### src/rtl/pipe_pkg.sv
// Shared types and constants for the program-order pipeline tracker.
// Entry layout is {valid, pc, instr}; invalid entries are all zero.
package pipe_pkg;

  localparam int PC_W_DEF    = 32;
  localparam int INSTR_W_DEF = 32;
  localparam int STAGES_DEF  = 5;

  typedef struct packed {
    logic                   valid;
    logic [PC_W_DEF-1:0]    pc;
    logic [INSTR_W_DEF-1:0] instr;
  } pipe_entry_t;

  localparam pipe_entry_t BUBBLE = '0;

  function automatic bit stages_ok(int stages);
    return stages >= 2;
  endfunction

  function automatic bit depth_ok(int stages, int depth);
    return (depth >= 1) && (depth <= stages - 1);
  endfunction

endpackage

### src/rtl/pipe_stage_reg.sv
// One tracker entry: kill beats hold, hold beats load.
// An invalid loaded entry is forced to all zero.
module pipe_stage_reg #(
  parameter int W = 65
) (
  input  logic         clk,
  input  logic         rst,
  input  logic         hold,
  input  logic         kill,
  input  logic [W-1:0] d,
  output logic [W-1:0] q
);

  always_ff @(posedge clk or negedge rst) begin
    if (!rst) begin
      q <= '0;
    end else if (kill) begin
      q <= '0;
    end else if (!hold) begin
      q <= d[W-1] ? d : '0;
    end
  end

endmodule

### src/rtl/pipe_track_chain.sv
// N-stage {valid, pc, instr} tracker with freeze bubbles and flush kill.
// Define PIPE_STATS_EN to add saturating retired/bubble counters.
module pipe_track_chain
  import pipe_pkg::*;
#(
  parameter int PC_W         = PC_W_DEF,
  parameter int INSTR_W      = INSTR_W_DEF,
  parameter int STAGES       = STAGES_DEF,
  parameter int FREEZE_DEPTH = 2,
  parameter int FLUSH_DEPTH  = 2
) (
  input  logic                        clk,
  input  logic                        rst,
  input  logic                        in_valid,
  input  logic [PC_W-1:0]             in_pc,
  input  logic [INSTR_W-1:0]          in_instr,
  output logic                        in_ready,
  input  logic                        freeze,
  input  logic                        flush,
  output logic                        out_valid,
  output logic [PC_W-1:0]             out_pc,
  output logic [INSTR_W-1:0]          out_instr,
  output logic [$clog2(STAGES+1)-1:0] occupancy
`ifdef PIPE_STATS_EN
  ,
  output logic [31:0]                 retired_cnt,
  output logic [31:0]                 bubble_cnt
`endif
);

  localparam int W     = 1 + PC_W + INSTR_W;
  localparam int OCC_W = $clog2(STAGES + 1);

  if (!stages_ok(STAGES)) begin : g_bad_stages
    $error("pipe_track_chain: STAGES must be >= 2");
  end
  if (!depth_ok(STAGES, FREEZE_DEPTH)) begin : g_bad_freeze
    $error("pipe_track_chain: FREEZE_DEPTH out of range");
  end
  if (!depth_ok(STAGES, FLUSH_DEPTH)) begin : g_bad_flush
    $error("pipe_track_chain: FLUSH_DEPTH out of range");
  end

  logic [W-1:0]      d [STAGES];
  logic [W-1:0]      q [STAGES];
  logic [STAGES-1:0] hold;
  logic [STAGES-1:0] kill;
  logic              frz_eff;
  logic [OCC_W-1:0]  occ_nxt;

  // Flush wins over freeze in the same cycle.
  assign frz_eff  = freeze & ~flush;
  assign in_ready = ~freeze | flush;

  always_comb begin
    hold = '0;
    kill = '0;
    unique case (1'b1)
      flush: begin
        for (int i = 0; i < STAGES; i++) begin
          kill[i] = (i < FLUSH_DEPTH);
        end
      end
      frz_eff: begin
        for (int i = 0; i < STAGES; i++) begin
          hold[i] = (i < FREEZE_DEPTH);
          kill[i] = (i == FREEZE_DEPTH);
        end
      end
      default: ;
    endcase
  end

  assign d[0] = {in_valid, in_pc, in_instr};

  for (genvar i = 0; i < STAGES; i++) begin : g_stage
    if (i > 0) begin : g_link
      assign d[i] = q[i-1];
    end
    pipe_stage_reg #(
      .W(W)
    ) u_reg (
      .clk  (clk),
      .rst  (rst),
      .hold (hold[i]),
      .kill (kill[i]),
      .d    (d[i]),
      .q    (q[i])
    );
  end

  assign {out_valid, out_pc, out_instr} = q[STAGES-1];

  // Count the valid bits each stage will hold after the edge.
  always_comb begin
    occ_nxt = '0;
    for (int i = 0; i < STAGES; i++) begin
      if (!kill[i]) begin
        if (hold[i]) begin
          occ_nxt = occ_nxt + OCC_W'(q[i][W-1]);
        end else begin
          occ_nxt = occ_nxt + OCC_W'(d[i][W-1]);
        end
      end
    end
  end

  always_ff @(posedge clk or negedge rst) begin
    if (!rst) begin
      occupancy <= '0;
    end else begin
      occupancy <= occ_nxt;
    end
  end

`ifdef PIPE_STATS_EN
  logic [OCC_W-1:0] warm;
  logic             warm_done;

  assign warm_done = (warm == OCC_W'(STAGES));

  always_ff @(posedge clk or negedge rst) begin
    if (!rst) begin
      warm        <= '0;
      retired_cnt <= '0;
      bubble_cnt  <= '0;
    end else begin
      if (!warm_done) begin
        warm <= warm + OCC_W'(1);
      end
      if (out_valid && retired_cnt != '1) begin
        retired_cnt <= retired_cnt + 32'd1;
      end
      if (!out_valid && warm_done && bubble_cnt != '1) begin
        bubble_cnt <= bubble_cnt + 32'd1;
      end
    end
  end
`endif

endmodule

### config.mk
export PLATFORM = sky130hd
export DESIGN_NAME = pipe_track_chain
export DESIGN_NICKNAME = d
export VERILOG_FILES = /design/src/rtl/pipe_pkg.sv /design/src/rtl/pipe_stage_reg.sv /design/src/rtl/pipe_track_chain.sv
export SDC_FILE = /design/constraint.sdc
export NUM_CORES = 1
export LEC_CHECK = 0
export CORE_ASPECT_RATIO = 1.25
export CORE_MARGIN = 4
export CORE_UTILIZATION = 35
export DETAILED_ROUTE_END_ITERATION = 6
export HOLD_SLACK_MARGIN = 0.15
export SETUP_SLACK_MARGIN = 0.2
export SYNTH_ARGS = -nofsm -noshare
export SYNTH_HDL_FRONTEND = slang
export SYNTH_SLANG_ARGS = --single-unit
### constraint.sdc
create_clock -name clk -period 3.1 [get_ports clk]
set_clock_uncertainty 0.05 [all_clocks]
set_input_delay 0.62 -clock clk [delete_from_list [all_inputs] [get_ports clk]]
set_output_delay 0.62 -clock clk [all_outputs]
set_load 0.02 [all_outputs]
==> results of run 1 <==
==> report_power, final <==
part | switching [mW] | internal [mW]
Clock | 1.61 | 2.49
Combinational | 0.252 | 0.150
Sequential | 0.0242 | 4.32
==> final cells by class <==
cell class,instances,area share
flip-flops and latches,328,0.571
multi-input cells,472,0.205
repair buffers,159,0.110
clock buffers,49,0.0689
well taps,412,0.0358
clock inverters,13,0.0103
==> cells by family after synthesis <==
| logic type | count (synthesis) | share of synthesized area |
|---|---|---|
| flops | 328 | 0.714 |
| xor+xnor | 2 | 0.00152 |
| buf+inv | 72 | 0.0360 |
| fa+ha+maj | 7 | 0.00761 |
| simple gates | 330 | 0.153 |
| mux | 3 | 0.00392 |
| compound gates | 130 | 0.0844 |
==> layer usage <==
metal	global-route usage	wire length, um	vias up
met2	0.225	11900	138
met1	0.179	10300	3408
li1	-	-	3176
met4	0.0490	614	2
met3	0.0258	955	42
met5	0	20	-
==> metrics by stage <==
step | util | hold slack, ns | power, mW | setup TNS (ns)
5_1_grt | 0.448 | 0.411 | 9.22 | 0
2_1_floorplan | - | 0.274 | 4.59 | -0.0866
3_3_place_gp | 0.412 | 0.385 | 4.83 | -0.616
3_5_place_dp | 0.412 | 0.389 | 4.84 | -0.631
4_1_cts | 0.448 | 0.403 | 9.00 | 0
6_report | 0.448 | 0.400 | 8.84 | 0
==> worst min-delay path by stage <==
stage	from	end	slack, ns	cells past startpoint
6_report	g_stage[2].u_reg.q[41]	g_stage[3].u_reg.q[41]	0.40	1
2_1_floorplan	rst	g_stage[0].u_reg.q[0]	0.27	0
3_3_place_gp	g_stage[3].u_reg.q[33]	g_stage[4].u_reg.q[33]	0.38	1
3_5_place_dp	g_stage[2].u_reg.q[41]	g_stage[3].u_reg.q[41]	0.39	1
4_1_cts	g_stage[3].u_reg.q[61]	g_stage[4].u_reg.q[61]	0.40	1
5_1_grt	g_stage[2].u_reg.q[31]	g_stage[3].u_reg.q[31]	0.41	1
==> timing repair <==
item                                    CTS  global route
gates resized for setup                   2             0
endpoints found under the setup margin    2             0
hold buffers                              1             0
setup buffers                             0             0
hold endpoints to repair                 58             0
==> cells in the mapped netlist <==
master    number
nor2b_1        2
buf_6         14
nand2_1        1
xor2_1         1
clkbuf_1      39
and3_1        61
ha_1           7
clkbuf_2       2
nand2b_4       1
a21oi_1        2
nor2b_4        2
dfrtp_1      328
buf_4          6
a22oi_1      128
buf_2         11
xnor2_1        1
and3_2         3
and2_1       129
nor2_1       131
mux2_4         3
==> flip-flops by register name (all words and copies together) (netlist names) <==
signal           flops
g_stage.u_reg.q    325
occupancy            3
==> qor.txt, run 1 <==
status - finished, final reports clean
initial antenna violation count - 1
fill count - 2963
Synth Instances - 872
Synth top area share - 0.714
Pleak - 7.01 nW
Worst Setup SP - in_valid
PwrDens - 614 nW/um^2
post-route non-filler standard cell count - 1433
CTS H-Tree Depth - 2
DP Area - 13200 sq um
routability-driven placement congestion ratio - 0.731
crit path cell chain - dlygate4sd2_1, nor2b_4, a21oi_1, nor2_1, ha_4, nor2b_1, ha_2, ha_1, mux2_4, ha_4, ha_4, xor2_1, xnor2_1
total die area - 35900 sq um
Worst Path Buf+Inv - 1
arrival time worst endpoint - 3.09 ns
min Tclk post-route - 2.75 ns
largest net degree at the start of global routing - 95
Vias - 6766
multi-input logic area - 2950 sq um
Via density - 4.72
NumNets Final - 1071
Worst VDD drop - 0.000278 V
Root Driver - clkbuf_16
Reg2Reg Setup Slack - 0.44 ns
Yosys reg bits - 328
largest area contributor in the netlist - dfrtp_1
# diodes - 0
Worst Tran Pin Value - 0.917 ns
r2r endpoint - occupancy[2]
share of cells above drive strength 1 - 0.0921
Final Instance Area - 14400 sq um
maxcap violations - 0
syn_nets - 948
post-route antenna net violation count - 0
DP Wirelength - 13.9 mm
Initial Util - 0.358
Post-Syn Area - 11500 sq um
clk slew on worst S/H paths - 0.06 ns
Chip Width - 170 um
Overall Global Routing Usage - 0.136
fin. max-slew vios - 0
crit path kind - input pin to register
Residual DRC - 0
FF-to-FF path depth - 11
Cells after DPL - 1370
core box area - 32200 sq um
final hold vios - 0
Slowest cell on crit path - ha_1
commonest non-fill, non-tap cell in the layout - dfrtp_1
IO Port Bufs - 137
slew margin rel. - 0.389
Remaining Overflow, GRT - 0
drt pass-1 iters - 4
Critical Path Sink Type - register
row count - 73
type of the most critical hold path - register to register
Max Fclk - 364 MHz
Seq/Total Area, Yosys - 0.714
vias in the first global route - 6961
family with the most delay on the worst path - adder cells
Startpoint Class - input pin
Worst path most repeated cell - ha_4
IO Pins - 138
most frequent cells in the layout - dfrtp_1 (325), clkdlybuf4s50_1 (133), nor2_1 (131)
RSZ-0062 raised after global routing - false
required time of the critical path - 3.44 ns
Clock Tree Buf Depth - 3
Syn. warnings - 0
CP max stage delay - 0.29 ns
Worst Setup EP - occupancy[2]
critical path fanouts, max - 2
DP Worst Slack - -0.425 ns
R2R Path Start - g_stage[0].u_reg.q[64]
Sink Count - 328
Levels on crit path - 13
Avg Inst Size Synth - 13.2 sq um
CTS Buf Count - 34
Chip Height - 211 um
synth top area cells - dfrtp_1 (71%), a22oi_1 (8.4%), and2_1 (7.0%)
first-pass GRT wire length - 39.0 mm
setup ws final - 0.350 ns
Tcrit/Tclk final - 0.887
CTS tree - yes
Routed WL - 23.8 mm
Initial DRC Count - 498
wire length per cell - 16.6 um
Layout area overhead - 25.1%
Setup violations, final - 0
register area - 8210 sq um
Skew-Pair Late Insertion Delay - 0.50 ns
Yosys cell types - 20
Power figures use the tool's default switching activity.
==> inputs of run 2 (changes only) <==
--- a/config.mk
+++ b/config.mk
@@ -5,6 +5,7 @@
 export SDC_FILE = /design/constraint.sdc
 export NUM_CORES = 1
 export LEC_CHECK = 0
+export ABC_AREA = 1
 export CORE_ASPECT_RATIO = 1.25
 export CORE_MARGIN = 4
 export CORE_UTILIZATION = 35
==> constraint.sdc (replaced) <==
create_clock -name clk -period 3.1 [get_ports clk]
set_clock_uncertainty 0.05 [all_clocks]
set_input_delay 0.62 -clock clk [delete_from_list [all_inputs] [get_ports clk]]
set_output_delay 0.62 -clock clk [all_outputs]
set_load 0.05 [all_outputs]
==> qor.txt, run 2 <==
Synth top area share - 0.692 (was 0.714)
Setup Fix Bufs, Post-CTS - 0 (unchanged)
min Tclk post-route - 2.64 ns (was 2.75 ns)
commonest non-fill, non-tap cell in the layout - nand2_1 (was dfrtp_1)
Sink Count - 328 (unchanged)
clock share of power - 0.458 (was 0.463)
fin. max-slew vios - 0 (unchanged)
switching part of the total - 0.209 (was 0.213)
Sw Pwr - 1.82 mW (was 1.89 mW)
wire length per cell - 11.9 um (was 16.6 um)
Synth Instances - 1196 (was 872)
row count - 75 (was 73)
slew margin rel. - 0.440 (was 0.389)
RSZ-0062 raised after global routing - false (unchanged)
status - finished, final reports clean (unchanged)
maxcap violations - 0 (unchanged)
max reg flops - 325 (unchanged)
Overall Global Routing Usage - 0.119 (was 0.136)
share of cells above drive strength 1 - 0.0598 (was 0.0921)
Comb power frac - 0.041 (was 0.045)
clk slew on worst S/H paths - 0.06 ns (about the same)
Avg Inst Size Synth - 9.92 sq um (was 13.2 sq um)
FF-to-FF path depth - 12 (was 11)
Worst Setup SP - freeze (was in_valid)
Layout area overhead - 24.1% (was 25.1%)
synth top area cells - dfrtp_1 (69%), nand2_1 (11%), inv_1 (8.3%) (was dfrtp_1 (71%), a22oi_1 (8.4%), and2_1 (7.0%))
CTS tree - yes (unchanged)
Chip Width - 173 um (was 170 um)
largest area contributor in the netlist - dfrtp_1 (unchanged)
Reg2Reg Setup Slack - 0.60 ns (was 0.44 ns)
Initial Util - 0.354 (was 0.358)
biggest regs - g_stage.u_reg.q: 325 flops, occupancy: 3 flops (unchanged)
Pleak - 8.04 nW (was 7.01 nW)
number of synthesized flops with an enable pin - 0 (unchanged)
PwrDens - 589 nW/um^2 (was 614 nW/um^2)
vias in the first global route - 7481 (was 6961)
required time of the critical path - 3.51 ns (was 3.44 ns)
Initial DRC Count - 340 (was 498)
Worst VDD drop - 0.000260 V (was 0.000278 V)
Startpoint Class - input pin (unchanged)
crit path kind - input pin to register (unchanged)
Worst Tran Pin Value - 0.839 ns (was 0.917 ns)
Clock Tree Buf Depth - 3 (unchanged)
Vias - 7260 (was 6766)
top-count cell post-synth - nand2_1 (was dfrtp_1)
drt pass-1 iters - 4 (unchanged)
R2R Path Start - g_stage[1].u_reg.q[64] (was g_stage[0].u_reg.q[64])
P_int - 6.85 mW (was 6.96 mW)
Seq pwr share - 0.501 (was 0.491)
largest reg by FF count - g_stage.u_reg.q (unchanged)
final hold vios - 0 (unchanged)
r2r endpoint - occupancy[2] (unchanged)
DP Wirelength - 13.1 mm (was 13.9 mm)
Async SR Flop Fraction - 1.00 (unchanged)
Tcrit/Tclk final - 0.851 (was 0.887)
most frequent cells in the layout - nand2_1 (338), dfrtp_1 (325), inv_1 (263) (was dfrtp_1 (325), clkdlybuf4s50_1 (133), nor2_1 (131))
IO Port Bufs - 137 (unchanged)
Critical Path Sink Type - register (unchanged)
Max Fclk - 379 MHz (was 364 MHz)
initial antenna violation count - 0 (was 1)
critical path fanouts, max - 4 (was 2)
Fin Setup TNS - 0 ns (unchanged)
Seq/Total Area, Yosys - 0.692 (was 0.714)
# diodes - 0 (unchanged)
Syn. warnings - 0 (unchanged)
Yosys cell types - 18 (was 20)
largest net degree at the start of global routing - 88 (was 95)
syn_nets - 1272 (was 948)
Routed WL - 21.1 mm (was 23.8 mm)
Remaining Overflow, GRT - 0 (unchanged)
post-route antenna net violation count - 0 (unchanged)
Skew-Pair Late Insertion Delay - 0.51 ns (was 0.50 ns)
Via density - 4.08 (was 4.72)
type of the most critical hold path - register to register (unchanged)
Setup violations, final - 0 (unchanged)
Worst Setup EP - occupancy[2] (unchanged)
Post-Syn Area - 11900 sq um (was 11500 sq um)
fill count - 3175 (was 2963)
Chip Height - 214 um (was 211 um)
Post-Route Utilization - 0.440 (was 0.448)
ys flop type - dfrtp_1 (unchanged)
Root Driver - clkbuf_16 (unchanged)
NumNets Final - 1410 (was 1071)
synth cell count leaders - nand2_1 (338), dfrtp_1 (328), inv_1 (263), o21ai_0 (71), nor2_1 (67) (was dfrtp_1 (328), nor2_1 (131), and2_1 (129), a22oi_1 (128), and3_1 (61))
first-pass GRT wire length - 36.1 mm (was 39.0 mm)
Residual DRC - 0 (unchanged)
routability-driven placement congestion ratio - 0.729 (was 0.731)
IO Pins - 138 (unchanged)
CTS Buf Count - 34 (unchanged)
core box area - 33500 sq um (was 32200 sq um)
total die area - 36900 sq um (was 35900 sq um)
Yosys reg bits - 328 (unchanged)
CTS H-Tree Depth - 2 (unchanged)
arrival time worst endpoint - 3.04 ns (was 3.09 ns)
[run 2: changes by cell type after synthesis, sizes merged, moves of 12 or more]
| cell | previous run | this run |
|---|---|---|
| a22oi | 128 | 0 |
| and2 | 129 | 0 |
| and3 | 64 | 0 |
| buf | 31 | 43 |
| clkbuf | 41 | 13 |
| inv | 0 | 265 |
| nand2 | 1 | 339 |
| nor2 | 131 | 67 |
| o21ai | 0 | 131 |
[run 2: worst min path at each step]
stage | from | to | slack [ns] | cells past startpoint
2_1_floorplan | rst | g_stage[0].u_reg.q[0] | 0.27 | 0
6_report | g_stage[2].u_reg.q[42] | g_stage[3].u_reg.q[42] | 0.38 | 2
5_1_grt | g_stage[2].u_reg.q[42] | g_stage[3].u_reg.q[42] | 0.40 | 2
4_1_cts | g_stage[2].u_reg.q[42] | g_stage[3].u_reg.q[42] | 0.38 | 2
3_3_place_gp | g_stage[2].u_reg.q[51] | g_stage[3].u_reg.q[51] | 0.36 | 2
3_5_place_dp | g_stage[2].u_reg.q[49] | g_stage[3].u_reg.q[49] | 0.37 | 2
[run 2: logic make-up (layout without fill, tap and decap cells)]
| kind of cell | after synthesis | in the layout | synth area share |
|---|---|---|---|
| adders and majority gates | 7 | 7 | 0.00738 |
| buffers and inverters | 321 | 480 | 0.115 |
| AOI/OAI and AO/OA | 132 | 132 | 0.0557 |
| and+or+nand+nor | 408 | 408 | 0.130 |
| DFF | 328 | 328 | 0.692 |
[run 2: repair_timing]
| action | 4_1_cts | 5_1_grt |
|---|---|---|
| gates cloned | 0 | 0 |
| hold buffers | 1 | 0 |
| endpoints found under the setup margin | 1 | 1 |
| gates resized for setup | 1 | 2 |
| hold endpoints to repair | 71 | 0 |
[run 2: area by class of cell]
type / count / area [sq um] / area share
Clock buffer: 48 / 995 / 0.0675
Clock inverter: 9 / 103 / 0.00697
Inverter: 265 / 1000 / 0.0680
Multi-Input combinational cell: 547 / 2320 / 0.157
Sequential cell: 328 / 8210 / 0.558
Tap cell: 423 / 529 / 0.0359
Timing Repair Buffer: 158 / 1570 / 0.107
[run 2: per-layer routing]
| metal | wire length [um] | track usage |
|---|---|---|
| met5 | 0 | 0 |
| met3 | 954 | 0.0282 |
| met1 | 9020 | 0.141 |
| met4 | 545 | 0.0432 |
| met2 | 10600 | 0.212 |
[run 2: power groups by stage]
stage,logic (mW),registers [mW],clock network [mW]
2_1_floorplan,0.147,4.43,0
3_3_place_gp,0.364,4.42,0
3_5_place_dp,0.372,4.42,0
4_1_cts,0.373,4.34,4.11
5_1_grt,0.410,4.34,4.28
6_report,0.359,4.34,3.97
[run 2: through the flow]
stage | power [mW] | setup WS, ns | hold WS [ns] | cells | instance area [sq um]
floorplan | 4.57 | 0.237 | 0.274 | 1196 | 11900
detailed placement | 4.79 | -0.373 | 0.368 | 1720 | 13600
finish | 8.67 | 0.461 | 0.377 | 1778 | 14700
CTS | 8.82 | 0.245 | 0.379 | 1778 | 14700
global placement | 4.78 | -0.238 | 0.365 | 1720 | 13600
global route | 9.03 | 0.319 | 0.400 | 1778 | 14700
[run 2: critical path, stage by stage]
cell	delay, ns
dlygate4sd2_1	0.37
inv_1	0.14
nand3_4	0.08
nand2_1	0.06
ha_1	0.27
inv_1	0.07
nor2_1	0.04
ha_1	0.26
nand2_1	0.06
o21ai_0	0.09
ha_1	0.19
ha_1	0.29
ha_1	0.21
inv_1	0.08
nand2_1	0.05
nand2_1	0.05
nand2_1	0.05
nand2_1	0.05
==> inputs of run 3 (changes only) <==
--- a/config.mk
+++ b/config.mk
@@ -11,6 +11,7 @@
 export CORE_UTILIZATION = 35
 export DETAILED_ROUTE_END_ITERATION = 6
 export HOLD_SLACK_MARGIN = 0.15
+export PLACE_DENSITY_LB_ADDON = 0.12
 export SETUP_SLACK_MARGIN = 0.2
 export SYNTH_ARGS = -nofsm -noshare
 export SYNTH_HDL_FRONTEND = slang
==> qor.txt, run 3 (same netlist as run 2, synthesis figures left out) <==
largest net degree at the start of global routing - 90 (was 88)
Seq pwr share - 0.486 (was 0.501)
Worst Tran Pin Value - 0.885 ns (was 0.839 ns)
Max Fclk - 384 MHz (was 379 MHz)
clock share of power - 0.474 (was 0.458)
maxcap violations - 0 (unchanged)
Initial DRC Count - 466 (was 340)
IO Port Bufs - 137 (unchanged)
R2R Path Start - g_stage[1].u_reg.q[64] (unchanged)
largest reg by FF count - g_stage.u_reg.q (unchanged)
# diodes - 0 (unchanged)
core box area - 33500 sq um (unchanged)
min Tclk post-route - 2.61 ns (was 2.64 ns)
WHS Endpoint - g_stage[4].u_reg.q[49] (was g_stage[3].u_reg.q[42])
Reg2Reg Setup Slack - 0.57 ns (was 0.60 ns)
hold-critical path depth - 2 (unchanged)
required time of the critical path - 3.50 ns (was 3.51 ns)
arrival time worst endpoint - 3.00 ns (was 3.04 ns)
register area - 8210 sq um (unchanged)
Routed WL - 21.3 mm (was 21.1 mm)
Worst Hold Slack - 0.376 ns (was 0.377 ns)
Chip Height - 214 um (unchanged)
post-route non-filler standard cell count - 1783 (was 1778)
Sink Count - 328 (unchanged)
routability-driven placement congestion ratio - 0.733 (was 0.729)
Remaining Overflow, GRT - 0 (unchanged)
CTS H-Tree Depth - 2 (unchanged)
post-route antenna net violation count - 0 (unchanged)
slew margin rel. - 0.410 (was 0.440)
Chip Width - 173 um (unchanged)
Final Instance Area - 14900 sq um (was 14700 sq um)
most frequent cells in the layout - nand2_1 (338), dfrtp_1 (325), inv_1 (263) (unchanged)
FF-to-FF path depth - 12 (unchanged)
share of cells above drive strength 1 - 0.0618 (was 0.0598)
hold path start - g_stage[3].u_reg.q[49] (was g_stage[2].u_reg.q[42])
DP Area - 13600 sq um (about the same)
DP Wirelength - 12.9 mm (was 13.1 mm)
multi-input logic area - 2320 sq um (unchanged)
biggest regs - g_stage.u_reg.q: 325 flops, occupancy: 3 flops (unchanged)
Residual DRC - 0 (unchanged)
Pleak - 8.09 nW (was 8.04 nW)
Fin Setup TNS - 0 ns (unchanged)
CTS tree - yes (unchanged)
Startpoint Class - input pin (unchanged)
Vias - 7169 (was 7260)
Post-Route Utilization - 0.443 (was 0.440)
Worst VDD drop - 0.000252 V (was 0.000260 V)
Via density - 4.02 (was 4.08)
Initial Util - 0.354 (unchanged)
vias in the first global route - 7270 (was 7481)
RSZ-0062 raised after global routing - false (unchanged)
Sw Pwr - 1.84 mW (was 1.82 mW)
fill count - 3274 (was 3175)
row count - 75 (unchanged)
fin. max-slew vios - 0 (unchanged)
crit path kind - input pin to register (unchanged)
P_int - 7.10 mW (was 6.85 mW)
Root Driver - clkbuf_16 (unchanged)
clk slew on worst S/H paths - 0.06 ns (about the same)
status - finished, final reports clean (unchanged)
NumNets Final - 1411 (was 1410)
Skew-Pair Late Insertion Delay - 0.50 ns (was 0.51 ns)
max reg flops - 325 (unchanged)
switching part of the total - 0.206 (was 0.209)
CTS Buf Count - 34 (unchanged)
drt pass-1 iters - 4 (unchanged)
Tcrit/Tclk final - 0.840 (was 0.851)
IO Pins - 138 (unchanged)
Cells after DPL - 1721 (was 1720)
total die area - 36900 sq um (unchanged)
Layout area overhead - 25.1% (was 24.1%)
Clock Tree Buf Depth - 3 (unchanged)
initial antenna violation count - 0 (unchanged)
Overall Global Routing Usage - 0.119 (about the same)
type of the most critical hold path - register to register (unchanged)
Comb power frac - 0.040 (was 0.041)
final hold vios - 0 (unchanged)
wire length per cell - 12.0 um (was 11.9 um)
commonest non-fill, non-tap cell in the layout - nand2_1 (unchanged)
Setup Fix Bufs, Post-CTS - 0 (unchanged)
Setup violations, final - 0 (unchanged)
critical path fanouts, max - 3 (was 4)
r2r endpoint - occupancy[2] (unchanged)
PwrDens - 602 nW/um^2 (was 589 nW/um^2)
first-pass GRT wire length - 36.3 mm (was 36.1 mm)
Critical Path Sink Type - register (unchanged)
## run 3: worst max-delay path, cell delays in order
cell,delay [ns]
clkdlybuf4s50_1,0.51
nand3_4,0.08
nand2_1,0.07
ha_1,0.21
inv_1,0.06
nor2_1,0.04
ha_1,0.26
nand2_1,0.06
o21ai_0,0.09
ha_1,0.19
ha_1,0.29
ha_1,0.21
inv_1,0.07
nand2_1,0.06
nand2_1,0.06
nand2_1,0.05
nand2_1,0.05
## run 3: final cells by class
type / count / area share
flip-flops and latches: 328 / 0.553
multi-input cells: 547 / 0.156
repair buffers: 159 / 0.107
clock buffers: 54 / 0.0727
inverters: 265 / 0.0675
well taps: 423 / 0.0356
clock inverters: 7 / 0.00783
## run 3: metal layers
layer  vias to the layer above  share of wire  wire, um  GRT usage
met3                        41          0.039       837     0.0259
li1                       3737              -         -          -
met1                      3267           0.45      9500      0.149
met2                       124           0.49     10400      0.205
met5                         -              0         0          0
met4                         0          0.030       647     0.0460
## run 3: power by group through the flow
stage | clock, mW | combinational, mW | sequential [mW]
6_report | 4.23 | 0.359 | 4.34
5_1_grt | 4.58 | 0.412 | 4.35
3_3_place_gp | 0 | 0.373 | 4.42
3_5_place_dp | 0 | 0.376 | 4.42
4_1_cts | 4.39 | 0.377 | 4.34
2_1_floorplan | 0 | 0.147 | 4.43
## run 3: stage by stage
stage	total power, mW	setup slack, ns
6_report	8.94	0.495
5_1_grt	9.34	0.301
4_1_cts	9.12	0.214
3_5_place_dp	4.80	-0.313
3_3_place_gp	4.80	-0.238
2_1_floorplan	4.57	0.237
## run 3: repair_timing
item,4_1_cts,5_1_grt
endpoints found under the hold margin,73,0
resized for setup,0,2
endpoints found under the setup margin,0,2
hold buffers,1,0
## run 3: worst max-delay path by stage
stage	startpoint	to	slack [ns]	depth (start not counted)
2_1_floorplan	flush	occupancy[2]	0.24	20
3_3_place_gp	freeze	occupancy[2]	-0.24	18
3_5_place_dp	freeze	occupancy[2]	-0.31	18
4_1_cts	freeze	occupancy[2]	0.21	18
5_1_grt	in_valid	occupancy[2]	0.30	17
6_report	in_valid	occupancy[2]	0.49	17
